$ cat src/rtl/cpu_pkg.sv
// Shared CPU definitions: deserializer state encoding, default word width and
// serial bit-order constants matching the shifter's LR encoding.
package cpu_pkg;

    localparam int DEFAULT_WIDTH = 8;

    localparam logic ORDER_MSB_FIRST = 1'b0;
    localparam logic ORDER_LSB_FIRST = 1'b1;

    typedef enum logic [1:0] {
        IDLE    = 2'd0,
        COLLECT = 2'd1,
        HOLD    = 2'd2
    } state_e;

endpackage

$ cat src/rtl/shift_deserializer.sv
// Reassembles WIDTH-bit words from the shifter's serial carry stream and
// presents each finished word on a valid/ready output.
module shift_deserializer
    import cpu_pkg::*;
#(
    parameter int WIDTH = DEFAULT_WIDTH,
    parameter int CNT_W = $clog2(WIDTH)
) (
    input  logic             clk,
    input  logic             rst_n,
    input  logic             start,
    input  logic             lr,
    input  logic             bit_in,
    input  logic             bit_valid,
    output logic [WIDTH-1:0] data_out,
    output logic             data_valid,
    input  logic             data_ready,
    output logic             busy,
    output logic             overrun
);

    // Handshake: a word transfers on any rising edge where data_valid and
    // data_ready are both high; data_out is stable while data_valid is high.

    state_e             state_q, state_d;
    logic [WIDTH-1:0]   sreg_q, sreg_d;
    logic [CNT_W-1:0]   count_q, count_d;
    logic [WIDTH-1:0]   data_out_q, data_out_d;
    logic               order_q, order_d;
    logic               overrun_q, overrun_d;
    logic               busy_q, busy_d;
    logic               data_valid_q, data_valid_d;

    logic [WIDTH-1:0]   shifted;
    logic               accept_start;

    always_comb begin
        if (order_q == ORDER_LSB_FIRST) begin
            shifted = {bit_in, sreg_q[WIDTH-1:1]};
        end else begin
            shifted = {sreg_q[WIDTH-2:0], bit_in};
        end
    end

    // A start in HOLD only counts when the held word is consumed that cycle.
    assign accept_start = start && ((state_q != HOLD) || data_ready);

    always_comb begin
        state_d    = state_q;
        sreg_d     = sreg_q;
        count_d    = count_q;
        data_out_d = data_out_q;
        order_d    = order_q;
        overrun_d  = overrun_q;

        if (accept_start) begin
            state_d   = COLLECT;
            count_d   = '0;
            sreg_d    = '0;
            order_d   = lr;
            overrun_d = 1'b0;
        end else begin
            case (state_q)
                IDLE: begin
                end
                COLLECT: begin
                    if (bit_valid) begin
                        sreg_d = shifted;
                        if (count_q == CNT_W'(WIDTH - 1)) begin
                            data_out_d = shifted;
                            count_d    = '0;
                            state_d    = HOLD;
                        end else begin
                            count_d = count_q + CNT_W'(1);
                        end
                    end
                end
                HOLD: begin
                    if (data_ready) begin
                        state_d = IDLE;
                    end else if (bit_valid) begin
                        overrun_d = 1'b1;
                    end
                end
                default: state_d = IDLE;
            endcase
        end

        busy_d       = (state_d == COLLECT);
        data_valid_d = (state_d == HOLD);
    end

    always_ff @(posedge clk or negedge rst_n) begin
        if (!rst_n) begin
            state_q      <= IDLE;
            sreg_q       <= '0;
            count_q      <= '0;
            data_out_q   <= '0;
            order_q      <= ORDER_MSB_FIRST;
            overrun_q    <= 1'b0;
            busy_q       <= 1'b0;
            data_valid_q <= 1'b0;
        end else begin
            state_q      <= state_d;
            sreg_q       <= sreg_d;
            count_q      <= count_d;
            data_out_q   <= data_out_d;
            order_q      <= order_d;
            overrun_q    <= overrun_d;
            busy_q       <= busy_d;
            data_valid_q <= data_valid_d;
        end
    end

    assign data_out   = data_out_q;
    assign data_valid = data_valid_q;
    assign busy       = busy_q;
    assign overrun    = overrun_q;

endmodule
$ cat config.mk
export PLATFORM = sky130hd
export DESIGN_NAME = shift_deserializer
export DESIGN_NICKNAME = d
export VERILOG_FILES = /design/src/rtl/cpu_pkg.sv /design/src/rtl/shift_deserializer.sv
export SDC_FILE = /design/constraint.sdc
export NUM_CORES = 1
export LEC_CHECK = 0
export ABC_AREA = 1
export ABC_CLOCK_PERIOD_IN_PS = 1650
export BUFFER_PORTS_ARGS = -buffer_cell sky130_fd_sc_hd__buf_2
export CAP_MARGIN = 0
export CORE_MARGIN = 2
export CORE_UTILIZATION = 40
export DETAILED_ROUTE_END_ITERATION = 8
export PLACE_DENSITY = 0.6
export SLEW_MARGIN = 10
export SYNTH_ARGS = -nofsm -noshare
export SYNTH_HDL_FRONTEND = slang
export SYNTH_SLANG_ARGS = --single-unit
$ cat constraint.sdc
create_clock -name clk -period 1.65 [get_ports clk]
set_input_delay 0.33 -clock clk [delete_from_list [all_inputs] [get_ports clk]]
set_output_delay 0.33 -clock clk [all_outputs]
set_load 0.005 [all_outputs]
== Word-level counts from Yosys, hierarchy flattened ==
Index checks and enable logic that the tools add are counted.

* Bits in registers: 25
* Logic and storage cells: 43
* Bits of input ports: 7
* Output and inout port bits: 11

* Muxes and demuxes: 17
* Reductions and logical operators: 9
* Equality and inequality tests: 7
* Bitwise gates (word level): 1
* $add $sub $neg: 1

{| class="wikitable"
|+ Operators by type and width
! operator !! number
|-
| 2-to-1 mux 8 bit || 4
|-
| 2-to-1 mux 3 bit || 4
|-
| 2-to-1 mux 2 bit || 4
|-
| one-hot mux 2 bit (3 select lines) || 1
|-
| nonzero test 2 bit || 3
|-
| equality test 2 x 1 -> 1 bit, second input constant || 2
|-
| equality test 2 bit, second input constant || 2
|-
| 2-to-1 mux 1 bit || 4
|-
| AND reduction 4 bit || 1
|-
| adder 3 x 1 -> 3 bit, second input constant || 1
|-
| equality test 3 bit, second input constant || 1
|-
| AND reduction 3 bit || 1
|-
| zero test 2 bit || 1
|-
| != test 2 x 1 -> 1 bit, second input constant || 1
|-
| != test 2 bit, second input constant || 1
|-
| AND reduction 2 bit || 1
|-
| logical AND 1 bit || 1
|-
| logical OR 1 bit || 1
|-
| NOT 1 bit || 1
|}

== Longest topological paths before layout ==
* Depth in word-level cells: 6
* Depth in mapped cells: 7
* Gate-level depth less buffers: 7

== Least setup slack after synthesis ==
OpenSTA, ideal clock, no wires.

* Path type: reg-to-reg
* Start: register count_q[0]
* End: register data_out_q[5] (netlist: data_out[5])
* Setup slack: 374 ps
* Cell stages (with the launch flop): 8
* Clock period less this slack: 1276 ps
* Setup time: 117 ps
* Buffers on the path: 0
* Arrival: 1160 ps
* Path through: dfrtp_1 > ha_1 > ha_1 > nand2_1 > nor2_4 > nand2_4 > nand2_1 > nand2_1

* Longest elaborated chain between the ends: 2

{| class="wikitable"
|+ Ends and longest elaborated chain
! item !! RTL line !! source
|-
| from (decl) || shift_deserializer.sv:27 || <nowiki>logic [CNT_W-1:0] count_q, count_d;</nowiki>
|-
| from (signal assigned) || shift_deserializer.sv:106 || <nowiki>count_q <= count_d;</nowiki>
|-
| equality test 3 bit || shift_deserializer.sv:69 || <nowiki>if (count_q == CNT_W'(WIDTH - 1)) begin</nowiki>
|-
| AND reduction 4 bit (no source line) || -- ||
|-
| to (signal assigned) || shift_deserializer.sv:107 || <nowiki>data_out_q <= data_out_d;</nowiki>
|-
| to (decl) || shift_deserializer.sv:28 || <nowiki>logic [WIDTH-1:0] data_out_q, data_out_d;</nowiki>
|}

No other way between the ends.
A chain may end at the register's enable or synchronous reset.

== Worst setup path in the final report ==
Ends and elaborated chain as after synthesis.

==> flow_metrics.py <==
metrics = {
    "sta": {
        "rsz0062_at_grt": "false",
        "finalSetupTns_ns": 0,
        "fin_skew_ns": 0.00579,
        "finalWorstPathRequiredPeriod_ns": 1.42,
        "maxSlewHeadroom_pct": 63.5,
        "setup_viol": 0,
        "hold_ws_ns": -0.0196,
        "timing.final.crit_share_pct": 86.2,
        "hold_viol": 25,
        "max_freq_mhz": 703,
        "tightest_slew_ns": 0.548,
        "finalMaxSlewViolations": 0,
    },
    "final_layout": {
        "areaGrowthSynthToFinish_pct": 10.0,
        "final_cell_area_sq_um": 1400,
        "n_antenna_cell": 0,
        "fill_cells": 316,
        "final_common_cell": "nand2_1",
        "final_cell_mix": "nand2_1 (76), inv_1 (30), dfrtp_1 (25)",
        "nets": 200,
        "drive_gt1_share_pct": 13.2,
    },
    "route": {
        "drc": 0,
        "routedWlPerCell_microns": 9.66,
        "drtIter0Drc": 36,
        "wirelength_microns": 2260,
        "avgViaCountPerCell": 4.21,
        "final_antenna_net_count": 0,
        "num_vias": 984,
        "dr.pass1.iters": 4,
    },
    "global_routing": {
        "grt_pass1_vias": 1039,
        "grt_usage_pct": 15.0,
        "antenna_found_initial": 0,
        "grt_pass1_wl_microns": 4180,
        "grt_max_degree": 26,
        "grt-ovfl-total": 0,
    },
    "place": {
        "portBuffers": 17,
        "gp_congestion": 0.834,
        "dp_hpwl_microns": 1670,
        "dpl_cell_area_sq_um": 1370,
    },
    "floorplanning": {
        "coreArea_sq_um": 3030,
        "rows": 20,
        "start_util_pct": 42.0,
        "ios": 18,
        "die-area_sq_um": 3650,
        "die_w_microns": 60.4,
        "die_y_microns": 60.4,
    },
    "synth": {
        "ys.warnings.count": 0,
        "ys_seq_area_share_pct": 49.2,
        "synth-seq-cells": 25,
        "yosys.cell_types.count": 14,
        "avgSynthCellArea_sq_um": 7.35,
        "synth_nets": 182,
        "syn_area_sq_um": 1270,
        "syn_inst": 173,
    },
    "clocking": {
        "ctsResizeCount": 0,
        "clk_path_buf_depth": 2,
        "clk_pin_slew_ns": 0.14,
        "h-tree-depth": 1,
        "post_cts_buffers": 0,
        "cts_tree": "done",
        "cts_root_buffer": "clkbuf_4",
        "cts_made_buffers": 3,
        "holdBufCountCts": 0,
        "clock_latency_ns": 0.31,
        "clock_sinks": 25,
    },
    "setup_path": {
        "rr_startpoint": "count_q[0]",
        "path_max_fanout": 9,
        "reg2regPathDepth": 7,
        "critPathKind": "reg -> reg",
        "crit_required_ns": 1.86,
        "startpoint_type": "register",
        "cp.arrival_ns": 1.64,
        "r2r_slack_ns": 0.23,
        "reg2reg_to": "data_out[5]",
        "endpoint_kind": "register",
    },
    "job": {
        "cap_violations": 0,
    },
    "hold_path": {
        "hp-class": "in -> async",
    },
    "power": {
        "max-vdd-ir-drop_mv": 0.271,
        "leakagePower_nw": 0.895,
        "power-per-cell-area_nw_per_um2": 814,
    },
    "run_status": {
        "status": "finished, violations left",
        "violations": "negative hold slack",
    },
}
## sequential cells by signal, summed over array words and instances (netlist names)
signal and cells:
order_q 1, data_out 8, overrun 1, state_q 2, busy 1, sreg_q 8
data_valid 1, count_q 3
## cell type report
cell class                 instances  area, sq um  area share, %
sequential                        25          626           44.7
inverter                          30          113           8.05
timing repair buffer              17         85.1           6.08
clock buffer                       4         26.3           1.88
multi-input combinational        114          494           35.3
tap                               44         55.1           3.94
## cell usage after synthesis
cell      n  area share [%]
dfrtp_1  25              49
nand2_2   1            0.49
nor2_1   18             5.3
buf_6     3             2.7
o21ai_0   2            0.79
inv_1    30             8.9
nor2_2    1            0.49
nor2_4    1            0.89
o31ai_1   2             1.2
nand2_1  76              22
nand2_4   2             1.8
ha_1      2             2.0
nand3_1   9             3.5
buf_2     1            0.39
## per-layer routing
metal	part of all wire, %	track usage, %	wire, microns	vias to the layer above
met1	51	19.5	1150	429
li1	-	-	-	538
met2	45	25.6	1020	15
met3	3.6	2.56	81	2
met5	0	0	0	-
met4	0.66	4.76	15	0
## how the worst max path moves through the flow
| stage | cells after the start | from | endpoint | slack, ns |
|---|---|---|---|---|
| 2_1_floorplan | 7 | count_q[0] | data_out[5] | 0.37 |
| 3_3_place_gp | 7 | count_q[0] | data_out[2] | 0.29 |
| 3_5_place_dp | 7 | count_q[0] | data_out[6] | 0.24 |
| 4_1_cts | 7 | count_q[0] | data_out[3] | 0.21 |
| 5_1_grt | 7 | count_q[0] | data_out[1] | 0.09 |
| 6_report | 7 | count_q[0] | data_out[5] | 0.23 |
## cells by family (layout without fill, tap and decap cells)
group,Yosys count,in the layout,share of synthesized area (%)
AND/OR/NAND/NOR,108,108,34.9
buffers and inverters,34,51,11.9
AO/OA/AOI/OAI,4,4,1.97
adder cells (fa/ha/maj),2,2,1.97
flip-flops,25,25,49.2
## worst max-delay path, cell delays in order, from the launching register on
cell     delay, ns
dfrtp_1       0.39
ha_1          0.15
ha_1          0.15
nand2_1       0.13
nor2_4        0.26
nand2_4       0.11
nand2_1       0.07
nand2_1       0.05
## power by group
group	internal (W)	switching, W	total, W
logic	0.0000676	0.000126	0.000193
registers	0.000652	0.0000227	0.000675
clock network	0.0000943	0.000177	0.000271
total	0.000814	0.000325	0.00114
## metrics by stage
| stage | total power [W] | util (%) | instances | setup slack (ns) | hold slack [ns] |
|---|---|---|---|---|---|
| 6_report | 0.00114 | 46.2 | 234 | 0.228 | -0.0196 |
| 3_3_place_gp | 0.000879 | 45.3 | 230 | 0.292 | 0.356 |
| 2_1_floorplan | 0.000826 | - | 173 | 0.374 | 0.0344 |
| 4_1_cts | 0.00116 | 46.2 | 234 | 0.213 | 0.00136 |
| 5_1_grt | 0.00121 | 46.2 | 234 | 0.0870 | 0.0147 |
| 3_5_place_dp | 0.000882 | 45.3 | 230 | 0.239 | 0.360 |
Power figures use the tool's default switching activity.
